$ cat src/rtl/fetch_stage.sv
// Instruction fetch stage: program counter, single-outstanding fetch to the
// instruction port, and a registered IF/ID slot backed by a one-entry skid buffer.
//
// state  | meaning
// -------+-----------------------------------------------------------
// S_IDLE | dead cycle after reset release, no request
// S_REQ  | inst_req high, waiting for inst_addr_ok
// S_WAIT | request accepted, waiting for inst_data_ok
// S_FULL | ID slot stalled, returned word parked in skid buffer
module fetch_stage #(
    parameter logic [31:0] RESET_PC = 32'hBFC0_0000
) (
    input  logic        clk,
    input  logic        resetn,
    output logic        inst_req,
    output logic [31:0] inst_addr,
    input  logic        inst_addr_ok,
    input  logic [31:0] inst_rdata,
    input  logic        inst_data_ok,
    input  logic        id_stall,
    input  logic        redirect,
    input  logic [31:0] redirect_pc,
    output logic        id_valid,
    output logic [31:0] id_inst,
    output logic [31:0] id_pc
);

    localparam logic [1:0] S_IDLE = 2'd0;
    localparam logic [1:0] S_REQ  = 2'd1;
    localparam logic [1:0] S_WAIT = 2'd2;
    localparam logic [1:0] S_FULL = 2'd3;

    logic [1:0]  state;
    logic [31:0] pc;
    logic [31:0] req_pc;
    logic        discard;
    logic [31:0] sk_inst;
    logic [31:0] sk_pc;
    logic        consume;
    logic [31:0] redirect_tgt;

    assign consume      = id_valid & ~id_stall;
    assign redirect_tgt = {redirect_pc[31:2], 2'b00};
    assign inst_req     = (state == S_REQ);
    assign inst_addr    = {pc[31:2], 2'b00};

    always_ff @(posedge clk or negedge resetn) begin
        if (!resetn) begin
            state    <= S_IDLE;
            pc       <= RESET_PC;
            req_pc   <= 32'd0;
            discard  <= 1'b0;
            sk_inst  <= 32'd0;
            sk_pc    <= 32'd0;
            id_valid <= 1'b0;
            id_inst  <= 32'd0;
            id_pc    <= 32'd0;
        end else begin
            // A consumed slot drains unless a new word is loaded below.
            if (consume) begin
                id_valid <= 1'b0;
            end

            case (state)
                S_IDLE: begin
                    state <= S_REQ;
                end
                S_REQ: begin
                    if (inst_addr_ok) begin
                        req_pc <= pc;
                        pc     <= pc + 32'd4;
                        state  <= S_WAIT;
                    end
                end
                S_WAIT: begin
                    if (inst_data_ok) begin
                        if (discard) begin
                            discard <= 1'b0;
                            state   <= S_REQ;
                        end else if (!id_valid || consume) begin
                            id_valid <= 1'b1;
                            id_inst  <= inst_rdata;
                            id_pc    <= req_pc;
                            state    <= S_REQ;
                        end else begin
                            sk_inst <= inst_rdata;
                            sk_pc   <= req_pc;
                            state   <= S_FULL;
                        end
                    end
                end
                S_FULL: begin
                    if (consume) begin
                        id_valid <= 1'b1;
                        id_inst  <= sk_inst;
                        id_pc    <= sk_pc;
                        state    <= S_REQ;
                    end
                end
                default: begin
                    state <= S_IDLE;
                end
            endcase

            // Taken branch/jump kills every younger instruction, in flight or parked.
            if (redirect) begin
                pc       <= redirect_tgt;
                id_valid <= 1'b0;
                case (state)
                    S_REQ: begin
                        if (inst_addr_ok) begin
                            discard <= 1'b1;
                            state   <= S_WAIT;
                        end else begin
                            state <= S_REQ;
                        end
                    end
                    S_WAIT: begin
                        if (inst_data_ok) begin
                            discard <= 1'b0;
                            state   <= S_REQ;
                        end else begin
                            discard <= 1'b1;
                        end
                    end
                    S_FULL: begin
                        state <= S_REQ;
                    end
                    default: begin
                        state <= S_REQ;
                    end
                endcase
            end
        end
    end

endmodule

$ cat config.mk
export PLATFORM = sky130hd
export DESIGN_NAME = fetch_stage
export DESIGN_NICKNAME = d
export VERILOG_FILES = /design/src/rtl/fetch_stage.sv
export SDC_FILE = /design/constraint.sdc
export NUM_CORES = 1
export LEC_CHECK = 0
export ABC_AREA = 1
export CORE_UTILIZATION = 45
export CTS_CLUSTER_SIZE = 14
export DETAILED_ROUTE_END_ITERATION = 8
export GPL_TIMING_DRIVEN = 0
export PLACE_DENSITY = 0.7
export SKIP_CTS_REPAIR_TIMING = 1
export SKIP_LAST_GASP = 1
export SLEW_MARGIN = 20
export SYNTH_ARGS = -nofsm -noshare
export SYNTH_HDL_FRONTEND = slang
export SYNTH_SLANG_ARGS = --single-unit
$ cat constraint.sdc
create_clock -name clk -period 1.85 [get_ports clk]
set_input_delay 0.37 -clock clk [delete_from_list [all_inputs] [get_ports clk]]
set_output_delay 0.37 -clock clk [all_outputs]
set_load 0.03 [all_outputs]
Word level (Yosys, flattened, before mapping)
Cells that the tools add are included.

cells by class
  multipliers = 0
  eq/ne operators = 7
  $add $sub $neg = 1
  reductions and logical operators = 10
  shift operators = 0
  divide/modulo/power cells = 0
  order comparisons = 0
  bitwise operators = 4
  muxes and demuxes = 36

operators with widths
  kind                                                             number
  32-bit two-way mux                                               11
  32-bit case mux with 2 select lines                              2
  32-bit by 3-bit adder with 32-bit output, second input constant  1
  2-bit two-way mux                                                8
  1-bit two-way mux                                                11
  2-bit inequality test, second input constant                     4
  2-bit case mux with 4 select lines                               1
  2-bit nonzero test                                               3
  5-bit AND reduction                                              1
  2-bit == test, second input constant                             2
  1-bit case mux with 2 select lines                               2
  2-bit case mux with 2 select lines                               1
  2-bit AND reduction                                              2
  4-bit AND reduction                                              1
  1-bit inverter                                                   3
  2-bit by 1-bit == test with 1-bit output, second input constant  1
  2-bit logical NOT                                                1
  1-bit AND                                                        1
  1-bit logical NOT                                                1
  1-bit logical OR                                                 1

word-level totals
  memories = 0
  bits in read-only memories = 0
  output and inout port bits = 98
  input port bits = 70
  register bits = 196
  bits in latches = 0
  memory bits (writable) = 0

Depth between registers and ports, before layout
Gate-level depths: netlist of the first run.

  depth in word-level cells = 10
  mapped depth = 10

Least setup slack after synthesis of the first run
OpenSTA, ideal clock, no wires.

  kind = register to register
  start point = register state[1]
  end point = register pc[3]
  data required time = 1.781 ns
  stages on the path, launching flop included = 10
  data arrival time = 1.729 ns
  setup time = 0.069 ns
  slack = 0.052 ns
  clock period less this slack = 1.798 ns
  cell sequence = dfrtp_1 inv_1 ha_1 nand2_1 inv_1 nand2_1 inv_1 buf_2 nand2_1 nand3_1

between the ends
  cells in the longest elaborated chain, start to end = 3

RTL lines
  what                                      RTL line  text
  start, declared                           33        logic [1:0] state;
  start signal, assigned                    49        state <= S_IDLE;
  start signal, assigned                    66        state <= S_REQ;
  start signal, assigned                    72        state <= S_WAIT;
  2-bit by 1-bit == test with 1-bit output  n/a
  net inst_req                              15        output logic inst_req,
  2-bit nonzero test (no source line)       n/a
  2-bit AND reduction (no source line)      n/a
  end signal, assigned                      71        pc <= pc + 32'd4;
  end signal, assigned                      107       pc <= redirect_tgt;
  end, declared                             34        logic [31:0] pc;

The timed path passes the listed nets, and every way through them passes these cells.
A chain may end at the register's enable or synchronous reset.

Final worst setup path of the first run
  start point = register id_inst[2]
  end point = output id_inst[2]

RTL lines
  what                    RTL line  text
  start, declared         24        output logic [31:0] id_inst,
  start signal, assigned  82        id_inst <= inst_rdata;
  start signal, assigned  95        id_inst <= sk_inst;

No word-level cell between the ends.

==> out/metrics.json, run 1 <==
{
  "run_status": {
    "result_of_the_run": "finished, violations left",
    "violations": "negative hold slack"
  },
  "setup_path": {
    "timing.critical_path.slowest_cell_delay_ns": 0.68,
    "critPathBufInv": 1,
    "start_kind": "flop",
    "cpMaxStageDelayCell": "sky130_fd_sc_hd__clkdlybuf4s50_1",
    "timing.critical_path.arrival_ns": 1.46,
    "critPathKind": "reg -> out",
    "worst-path-max-fanout": 2,
    "setup.worst_path.end_class": "primary output",
    "cell_class_contributing_the_biggest_share_of_worst_path_delay": "buffers and inverters",
    "worst-endpoint-required_ns": 1.48,
    "crit_path_cell_trace": "clkdlybuf4s50_1"
  },
  "placement": {
    "dp_hpwl_mm": 16.9,
    "port-buffer-count": 161,
    "place.detailed.instances": 1569,
    "place_congestion": 0.939
  },
  "layout": {
    "antenna-diode-count": 0,
    "final_nets": 1401,
    "fraction_of_layout_instances_using_a_drive_strength_above_1_pct": 10.9,
    "fin_cells": 1608,
    "layout-area-overhead-vs-synth_pct": 32.3
  },
  "clock_network": {
    "clk-insertion-delay-late_ns": 0.43,
    "clk_pin_slew_ns": 0.07,
    "cts_max_level": 4,
    "cts-root-to-sink-buffers": 2,
    "ctsRootBufferMaster": "sky130_fd_sc_hd__clkbuf_16",
    "tritoncts.num_buffers": 17,
    "cts_tree": "yes",
    "cts_sinks": 188
  },
  "detailed_routing": {
    "average_wire_length_per_cell_after_detail_routing_um": 14.9,
    "detail-route-antenna-nets": 0,
    "vias": 7893,
    "drt_first_pass_iters": 5,
    "finalWirelength_mm": 24.0,
    "post-route-drc-count": 0,
    "via_per_inst": 4.91,
    "initial_drc_count": 459
  },
  "synthesis": {
    "async_reset_ff_share_pct": 100,
    "yosys-top-cells-area": "sky130_fd_sc_hd__dfrtp_1, sky130_fd_sc_hd__nand2_1, sky130_fd_sc_hd__o21ai_0, sky130_fd_sc_hd__inv_1, sky130_fd_sc_hd__o21a_1",
    "number_of_flops_mapped_to_enable_cells_by_yosys": 0,
    "postSynthAreaPerCell_um2": 8.16,
    "ys.flop_type": "sky130_fd_sc_hd__dfrtp_1",
    "seq_area_frac_synth_pct": 51.0,
    "synth-seq-cells": 188,
    "yosys_warnings": 0,
    "yosysUniqueCellTypes": 29,
    "synth.top_cell.area_share_pct": 48.4,
    "post-synth-top-area-cell": "sky130_fd_sc_hd__dfrtp_1",
    "synthCells": 1134,
    "syn-cell-area_mm2": 0.00925
  },
  "die": {
    "initial_core_utilization_pct": 45.9,
    "design.portCount": 168,
    "coreArea_mm2": 0.0202,
    "floorplan.die_area_mm2": 0.0211,
    "die_span_in_x_um": 145,
    "floorplan.rows": 52,
    "die_y_um": 145
  },
  "power": {
    "sw_frac_of_total_pct": 40.9,
    "static-leakage-power_nw": 6.14,
    "clkPwrFrac_pct": 20.2,
    "combPwrFrac_pct": 44.4,
    "switching_power_mw": 7.25,
    "power.density_cell_area_mw_per_mm2": 1450,
    "vdd.ir_drop.worst_v": 0.000645,
    "power_report.internal_total_mw": 10.5,
    "seq_power_share_pct": 35.4
  },
  "global_route": {
    "grt.overflow.total": 0,
    "grt_pass1_wl_mm": 38.6,
    "grt_start_max_net_pins": 98,
    "antenna_found_initial": 0,
    "grt_usage_pct": 23.1,
    "grt_pass1_vias": 7606
  },
  "timing": {
    "worst_pin_slew_ns": 0.701,
    "timing.final.crit_share_pct": 98.8,
    "setup_violations_final": 0,
    "rsz_0062_raised_after_global_routing": "yes",
    "final_critical_delay_including_setup_and_external_delays_ns": 1.83,
    "worst_slew_margin_rel_pct": 53.3,
    "number_of_max_slew_violations_in_the_final_report": 0,
    "whs_ns": -0.0530,
    "max_freq_ghz": 0.547,
    "timing.final.hold_violations": 52,
    "finalClockSkew_ns": 0.00624
  },
  "worst_hold_path": {
    "hp-class": "in -> async"
  },
  "run": {
    "max-cap-violations": 0
  }
}
==> power groups by stage <==
stage | Combinational (mW) | Clock, mW | Sequential, mW
global route | 8.54 | 3.81 | 6.45
floorplan | 3.30 | 0 | 7.87
global placement | 7.71 | 0 | 6.33
finish | 7.89 | 3.58 | 6.28
CTS | 7.86 | 3.64 | 6.30
detailed placement | 7.81 | 0 | 6.37
==> area by class of cell <==
cell class | count | area [um2]
fill | 1793 | 7930
sequential | 188 | 4720
multi-input combinational | 763 | 3730
timing repair buffer | 170 | 1930
inverter | 128 | 483
buffer | 57 | 470
clock buffer | 18 | 439
tap | 270 | 338
clock inverter | 14 | 134
==> path summary, 6_finish.rpt <==
kind	startpoint	endpoint	slack [ns]	depth (start not counted)
min	resetn	id_inst[28]$_DFFE_PN0P_	-0.05	1
min reg2reg	sk_pc[18]$_DFFE_PN0P_	sk_pc[18]$_DFFE_PN0P_	0.49	2
max reg2reg	state[0]$_DFF_PN0_	id_inst[30]$_DFFE_PN0P_	0.05	10
max in group asynchronous	resetn	pc[25]$_DFFE_PN1P_	0.97	2
max	id_inst[2]$_DFFE_PN0P_	id_inst[2]	0.02	1
min in group clk	sk_pc[18]$_DFFE_PN0P_	sk_pc[18]$_DFFE_PN0P_	0.49	2
==> state kept, by name, indices dropped and copies added (netlist names) <==
| register | count |
|---|---|
| sk_pc | 30 |
| id_pc | 30 |
| sk_inst | 32 |
| state | 2 |
| id_valid | 1 |
| req_pc | 30 |
| pc | 30 |
| discard | 1 |
| id_inst | 32 |
==> synth_stat cells, types with 6 or more instances <==
library cell               number
sky130_fd_sc_hd__o21ai_0      119
sky130_fd_sc_hd__a21oi_1       34
sky130_fd_sc_hd__dfrtp_1      179
sky130_fd_sc_hd__o21a_1        63
sky130_fd_sc_hd__nand3_1       22
sky130_fd_sc_hd__a21oi_2       36
sky130_fd_sc_hd__buf_6          6
sky130_fd_sc_hd__buf_2         10
sky130_fd_sc_hd__nand2_1      334
sky130_fd_sc_hd__ha_1           6
sky130_fd_sc_hd__inv_1        128
sky130_fd_sc_hd__xor2_1         8
sky130_fd_sc_hd__clkbuf_1      28
sky130_fd_sc_hd__nor2_1       119
sky130_fd_sc_hd__dfstp_2        9
sky130_fd_sc_hd__buf_12         7
==> through the flow <==
step | area [um2] | util, % | power (mW) | setup slack [ns] | TNS [ns]
after global placement | 11200 | 55.6 | 14.0 | -7.45 | -1415.18
after floorplan | 9260 | - | 11.2 | 0.0519 | 0
after detailed placement | 11200 | 55.8 | 14.2 | -0.510 | -43.06
after CTS | 11800 | 58.6 | 17.8 | -0.414 | -33.44
final | 12200 | 60.7 | 17.7 | 0.0229 | 0
after global routing | 12200 | 60.7 | 18.8 | -0.0560 | -1.11
==> metal layers <==
| layer | up-vias | GRT usage [%] | wire length (um) |
|---|---|---|---|
| li1 | 3946 | - | - |
| met5 | - | 0 | 0 |
| met2 | 240 | 35.4 | 10900 |
| met4 | 0 | 8.42 | 535 |
| met1 | 3672 | 33.0 | 11300 |
| met3 | 35 | 3.73 | 1270 |
==> worst reg2reg max path, stage by stage (launching register included) <==
cell                      delay, ns
sky130_fd_sc_hd__dfrtp_1       0.43
sky130_fd_sc_hd__inv_2         0.11
sky130_fd_sc_hd__ha_4          0.16
sky130_fd_sc_hd__nand2_2       0.09
sky130_fd_sc_hd__nor2_4        0.20
sky130_fd_sc_hd__a21oi_4       0.05
sky130_fd_sc_hd__nor2_4        0.10
sky130_fd_sc_hd__buf_12        0.14
sky130_fd_sc_hd__buf_12        0.18
sky130_fd_sc_hd__buf_12        0.17
sky130_fd_sc_hd__a21oi_2       0.06
==> cell families after synthesis <==
group	share of synthesized area, %
compound gates	17.7
flops	51.0
xor+xnor	0.852
other cells	0.0405
buf+inv	9.60
fa+ha+maj	0.811
simple gates	20.0
==> cells in the final DEF, fill, tap and decap left out, drive strengths merged, types with 6 or more instances in the layout <==
cell	netlist	layout
dlymetal6s2s	0	86
clkdlybuf4s50	0	73
xor2	8	8
clkbuf	28	50
inv	128	134
o21ai	123	123
nand2	335	335
buf	30	36
ha	6	6
dfstp	9	9
o21a	63	63
nand3	23	23
nor2	121	121
dfrtp	179	179
a21oi	70	70
(Power assumes the default switching activity.)
==> run 2: changes to the inputs <==
--- a/config.mk
+++ b/config.mk
@@ -7,6 +7,7 @@
 export LEC_CHECK = 0
 export ABC_AREA = 1
 export CORE_UTILIZATION = 45
+export CTS_CLUSTER_DIAMETER = 40
 export CTS_CLUSTER_SIZE = 14
 export DETAILED_ROUTE_END_ITERATION = 8
 export GPL_TIMING_DRIVEN = 0
==> results of run 2 <==
No change in the layout: final DEF, timing and power equal those of run 1.
